===== src/rtl/quote_scheduler.sv =====
// Coalescing round-robin scheduler for a shared trading_logic datapath.
// Keeps one in-flight request per stock and tags results through an in-order FIFO.
module quote_scheduler #(
    parameter int unsigned DATA_WIDTH   = 32,
    parameter int unsigned FP_WORD_SIZE = 64,
    parameter int unsigned NUM_STOCKS   = 4,
    parameter int unsigned MAX_INFLIGHT = 4,
    localparam int unsigned SID_W = (NUM_STOCKS > 1) ? $clog2(NUM_STOCKS) : 1,
    localparam int unsigned CNT_W = $clog2(MAX_INFLIGHT + 1)
) (
    input  logic                    i_clk,
    input  logic                    i_reset,
    input  logic                    i_enable,
    input  logic                    i_flush,
    input  logic                    i_md_valid,
    input  logic [SID_W-1:0]        i_md_stock_id,
    input  logic [DATA_WIDTH-1:0]   i_md_best_ask,
    input  logic [DATA_WIDTH-1:0]   i_md_best_bid,
    input  logic [FP_WORD_SIZE-1:0] i_md_inventory,
    input  logic [FP_WORD_SIZE-1:0] i_md_curr_time,
    input  logic                    i_tl_ready,
    output logic                    o_tl_valid,
    output logic [SID_W-1:0]        o_tl_stock_id,
    output logic [DATA_WIDTH-1:0]   o_tl_best_ask,
    output logic [DATA_WIDTH-1:0]   o_tl_best_bid,
    output logic [FP_WORD_SIZE-1:0] o_tl_inventory,
    output logic [FP_WORD_SIZE-1:0] o_tl_curr_time,
    input  logic                    i_tl_result_valid,
    input  logic [DATA_WIDTH-1:0]   i_tl_buy_price,
    input  logic [DATA_WIDTH-1:0]   i_tl_sell_price,
    output logic                    o_quote_valid,
    output logic [SID_W-1:0]        o_quote_stock_id,
    output logic [DATA_WIDTH-1:0]   o_buy_price,
    output logic [DATA_WIDTH-1:0]   o_sell_price,
    output logic [CNT_W-1:0]        o_inflight,
    output logic [15:0]             o_drop_count,
    output logic                    o_err_underflow
);

    localparam int unsigned PTR_W = (MAX_INFLIGHT > 1) ? $clog2(MAX_INFLIGHT) : 1;

    typedef enum logic [1:0] {StIdle, StRun, StDrain} state_t;

    state_t                  state_q, state_d;
    logic [DATA_WIDTH-1:0]   slot_ask_q  [NUM_STOCKS];
    logic [DATA_WIDTH-1:0]   slot_bid_q  [NUM_STOCKS];
    logic [FP_WORD_SIZE-1:0] slot_inv_q  [NUM_STOCKS];
    logic [FP_WORD_SIZE-1:0] slot_time_q [NUM_STOCKS];
    logic [NUM_STOCKS-1:0]   pending_q, pending_d, busy_q, busy_d, eligible;
    logic [SID_W-1:0]        fifo_q [MAX_INFLIGHT];
    logic [PTR_W-1:0]        rd_ptr_q, wr_ptr_q;
    logic [CNT_W-1:0]        count_q;
    logic [SID_W-1:0]        rr_ptr_q, grant_id, idx_sid;
    logic [15:0]             drop_q;
    logic                    grant_found, issue, pop, drop_event;
    int                      idx;

    // Round-robin search: the smallest offset from rr_ptr+1 wins, so scan downwards.
    always_comb begin
        eligible    = pending_q & ~busy_q;
        grant_found = 1'b0;
        grant_id    = '0;
        idx         = 0;
        idx_sid     = '0;
        for (int k = int'(NUM_STOCKS); k >= 1; k--) begin
            idx     = (int'(rr_ptr_q) + k) % int'(NUM_STOCKS);
            idx_sid = SID_W'(idx);
            if (eligible[idx_sid]) begin
                grant_found = 1'b1;
                grant_id    = idx_sid;
            end
        end
    end

    always_comb begin
        issue = (state_q == StRun) && !i_flush && i_tl_ready &&
                (count_q < CNT_W'(MAX_INFLIGHT)) && grant_found;
        pop   = i_tl_result_valid && (count_q != '0);
        drop_event = i_md_valid && pending_q[i_md_stock_id] &&
                     !(issue && (grant_id == i_md_stock_id));

        pending_d = pending_q;
        if (issue) pending_d[grant_id] = 1'b0;
        if (i_flush) pending_d = '0;
        // A capture during flush/drain still lands in its slot and stays pending.
        if (i_md_valid) pending_d[i_md_stock_id] = 1'b1;

        busy_d = busy_q;
        if (pop) busy_d[fifo_q[rd_ptr_q]] = 1'b0;
        if (issue) busy_d[grant_id] = 1'b1;
    end

    always_comb begin
        state_d = state_q;
        case (state_q)
            StIdle:  if (i_enable) state_d = StRun;
            StRun:   if (!i_enable) state_d = StIdle;
            StDrain: if (count_q == '0) state_d = i_enable ? StRun : StIdle;
            default: state_d = StIdle;
        endcase
        if (i_flush) state_d = StDrain;
    end

    always_ff @(posedge i_clk) begin
        if (i_md_valid) begin
            slot_ask_q[i_md_stock_id]  <= i_md_best_ask;
            slot_bid_q[i_md_stock_id]  <= i_md_best_bid;
            slot_inv_q[i_md_stock_id]  <= i_md_inventory;
            slot_time_q[i_md_stock_id] <= i_md_curr_time;
        end
        if (issue) fifo_q[wr_ptr_q] <= grant_id;
    end

    always_ff @(posedge i_clk) begin
        if (i_reset) begin
            state_q          <= StIdle;
            pending_q        <= '0;
            busy_q           <= '0;
            rd_ptr_q         <= '0;
            wr_ptr_q         <= '0;
            count_q          <= '0;
            rr_ptr_q         <= SID_W'(NUM_STOCKS - 1);
            drop_q           <= '0;
            o_err_underflow  <= 1'b0;
            o_tl_valid       <= 1'b0;
            o_tl_stock_id    <= '0;
            o_tl_best_ask    <= '0;
            o_tl_best_bid    <= '0;
            o_tl_inventory   <= '0;
            o_tl_curr_time   <= '0;
            o_quote_valid    <= 1'b0;
            o_quote_stock_id <= '0;
            o_buy_price      <= '0;
            o_sell_price     <= '0;
        end else begin
            state_q    <= state_d;
            pending_q  <= pending_d;
            busy_q     <= busy_d;
            count_q    <= count_q + CNT_W'(issue) - CNT_W'(pop);
            o_tl_valid <= issue;
            if (issue) begin
                o_tl_stock_id  <= grant_id;
                o_tl_best_ask  <= slot_ask_q[grant_id];
                o_tl_best_bid  <= slot_bid_q[grant_id];
                o_tl_inventory <= slot_inv_q[grant_id];
                o_tl_curr_time <= slot_time_q[grant_id];
                rr_ptr_q       <= grant_id;
                wr_ptr_q <= (wr_ptr_q == PTR_W'(MAX_INFLIGHT - 1)) ? '0 : wr_ptr_q + 1'b1;
            end
            o_quote_valid <= pop;
            if (pop) begin
                o_quote_stock_id <= fifo_q[rd_ptr_q];
                o_buy_price      <= i_tl_buy_price;
                o_sell_price     <= i_tl_sell_price;
                rd_ptr_q <= (rd_ptr_q == PTR_W'(MAX_INFLIGHT - 1)) ? '0 : rd_ptr_q + 1'b1;
            end
            if (i_tl_result_valid && (count_q == '0)) o_err_underflow <= 1'b1;
            if (drop_event && (drop_q != 16'hFFFF)) drop_q <= drop_q + 16'd1;
        end
    end

    assign o_inflight   = count_q;
    assign o_drop_count = drop_q;

endmodule

===== config.mk =====
export PLATFORM = sky130hd
export DESIGN_NAME = quote_scheduler
export DESIGN_NICKNAME = d
export VERILOG_FILES = /design/src/rtl/quote_scheduler.sv
export SDC_FILE = /design/constraint.sdc
export NUM_CORES = 1
export LEC_CHECK = 0
export BUFFER_PORTS_ARGS = -buffer_cell sky130_fd_sc_hd__buf_2
export CAP_MARGIN = 20
export CORE_ASPECT_RATIO = 0.8
export CORE_MARGIN = 2
export CORE_UTILIZATION = 37
export DETAILED_ROUTE_END_ITERATION = 6
export PLACE_DENSITY = 0.62
export SLEW_MARGIN = 25
export SYNTH_ARGS = -nofsm -noshare
export SYNTH_HDL_FRONTEND = slang
export SYNTH_SLANG_ARGS = --single-unit

===== constraint.sdc =====
create_clock -name i_clk -period 20.7 [get_ports i_clk]
set_clock_uncertainty 0.05 [all_clocks]
set_input_delay 2.07 -clock i_clk [delete_from_list [all_inputs] [get_ports i_clk]]
set_output_delay 2.07 -clock i_clk [all_outputs]
set_load 0.02 [all_outputs]

==> results.md <==
* Peak Freq at 199.7 MHz
* Sw Share at 22.77%
* Worst slew pin tran at 1282 ps
* Fin util at 45.10%
* Clock power share at 41.6%
* Layout cells sized above 1 at 25.47%
* CTS resizes at 0
* Initial antenna violation count at 22
* Most frequent cells in the layout: edfxtp_1, buf_2, mux2i_1
* First-pass DRT Iterations at 5
* Die area at 0.1062 sq mm
* # DRC at 0
* Flop pwr share at 50.7%
* GRT Util Overall at 15.89%
* Classification of the worst setup path: reg -> reg
* Vias in the first global route at 21510
* Slew Limit Fails at 0
* CTS tree: built
* Initial DRC count at 1417
* HPWL Detailed at 49.86 mm
* Setup_tns at 0 ps
* Critical Path RT at 21170 ps
* Die height at 291.9 um
* Chip Width at 363.9 um
* DRT Wirelength at 86.50 mm
* Clock-pin slew on the worst setup and hold paths at 60 ps
* Tcrit/Tclk final at 24.19%
* Routed vias/inst at 4.906
* Syn_area_per_cell at 16.10 sq um
* Internal power at 3.750 mW
* Post-synthesis cell type count at 52
* IO Pins at 547
* Sequential-to-total area share from yosys stat at 76.46%
* Cts hold-fix bufs at 0
* Min-delay worst type: reg -> reg
* CTS buffer count at 105
* Most common cell after layout, fill and taps aside: edfxtp_1
* Yosys warns at 0
* Post-detailed-route wirelength per cell at 19.60 um
* Main synth FF type: edfxtp_1
* Layout area overhead at 20.73%
* CTS Buffer Depth at 3
* Row count at 105
* Status: complete, no violations
* Critical Path AT at 5470 ps
* Finished Cell Area at 0.04627 sq mm
* Worst Setup Slack post-DPL at 15550 ps
* Final #Nets at 3201
* Leakage Power at 18.77 nW
* Pin count of the biggest net entering global routing at 139
* Switching power total at 1.106 mW
* Core ar. at 0.1026 sq mm
* Async set-reset flop share out of synthesis at 0%
* Combinational power share at 7.8%
* Initial core utilization at 37.36%
* Global placement routability congestion at 0.7896
* Post-Syn Nets at 2655
* Mapped Cells at 2381
* Pwr per Cell Area at 104.9 mW/mm^2
* Maxcap violations at 0
* Max VDD drop at 0.08407 mV
* Root buffer cell: clkbuf_16
* Worst-Skew Late Latency at 680 ps
* Clock Sink Count at 1076
* Vias at 21650
* Finish-stage setup viols at 0
* Synthesized area at 0.03833 sq mm
* DP Area at 0.04247 sq mm
* Crit Path Max Fanout at 58
* First-pass GRT wire length at 129.7 mm
* Synthesis-stage register bit count at 1076
* RSZ-0062 raised after global routing: false
* Crit path capture type: flip-flop
* Final Hold Fails at 0
* IO Port Bufs at 546
* Setup bufs post-CTS at 0
* Startpoint types: flip-flop
* Fin worst setup slack at 15690 ps
* Routed Antenna Nets at 0
* Fin crit period at 5007 ps
* H-tree levels at 3
* Post-synth EDFFs at 776
* Rel. slew slack at 14.52%
* Overflow after GRT at 0
-- flip-flops by register name (all words and copies together), names as in the netlist, 64 cells and up, named ones only --
register,cells
o_tl_curr_time,64
o_tl_inventory,64
slot_ask_q,128
slot_time_q,256
slot_inv_q,256
slot_bid_q,128
-- through the flow --
stage                     cells  hold slack, ps  power [mW]
after floorplan            2381           398.9       2.762
after global placement     4209           388.5       2.881
after detailed placement   4210           391.7       2.888
after CTS                  4409           401.5       4.915
after global routing       4412           411.7       5.039
final                      4413           399.1       4.856
-- power groups by stage --
stage                     logic [mW]  clock network, mW  registers [mW]
after floorplan                0.208                  0            2.55
after global placement         0.378                  0            2.50
after detailed placement       0.382                  0            2.51
after CTS                      0.383               2.07            2.46
after global routing           0.415               2.15            2.47
final                          0.378               2.02            2.46
-- Yosys cell counts (all sizes together) (6+ instances only) --
cell type	instances	share of area, %
a21oi	88	1.1
and2	6	0.098
and3	6	0.11
buf	104	1.4
clkbuf	31	0.31
dfxtp	300	16
edfxtp	776	61
ha	8	0.26
inv	16	0.16
mux2i	385	10
nand2	339	3.3
nand3	13	0.17
nand4	7	0.11
nor2	23	0.23
nor2b	7	0.11
o21ai	14	0.18
o221ai	193	4.4
or3	9	0.15
-- layer usage --
layer,global-route usage (%),up-vias,wire length (um)
li1,-,10230,-
met1,20.33,10690,36810
met2,26.08,553,41110
met3,5.043,143,6712
met4,4.109,34,1633
met5,0,-,231
-- kinds of logic (layout without fill, tap and decap cells) --
kind of cell               Yosys count  after routing  share of synthesized area, %
adders and majority gates            9              9                        0.3134
xor gates and xnor gates             2              2                       0.04571
and+or+nand+nor                    433            433                         4.723
AOI/OAI and AO/OA                  317            317                         6.248
other                                0              3                             0
muxes                              391            391                         10.32
DFF                               1076           1076                         76.46
buffers and inverters              153            791                         1.887
-- critical path: stages (launching register included) --
cell      delay [ps]
dfxtp_1          360
nand2b_1         260
o221a_2          260
o21a_4           680
buf_4            860
buf_4            850
buf_4            910
mux2i_1          300
o221ai_1         140
-- final cells by class --
class,instances,area [sq um]
Timing Repair Buffer,574,3015
Sequential cell,1076,29310
Inverter,18,87.58
Fill cell,9060,56330
Antenna cell,3,7.507
Clock inverter,50,752.0
Tap cell,1391,1740
Clock buffer,149,3015
Multi-Input combinational cell,1152,8348
-- worst paths after layout --
check | start | end | slack (ps) | cells after the start
setup / recovery | busy_q[3] | o_tl_best_ask[3] | 15690 | 8
hold / removal | o_buy_price[18] | o_buy_price[18] | 400 | 2
setup reg to reg | busy_q[3] | o_tl_best_ask[3] | 15690 | 8
hold reg to reg | o_buy_price[18] | o_buy_price[18] | 400 | 2
Power figures use the tool's default switching activity.
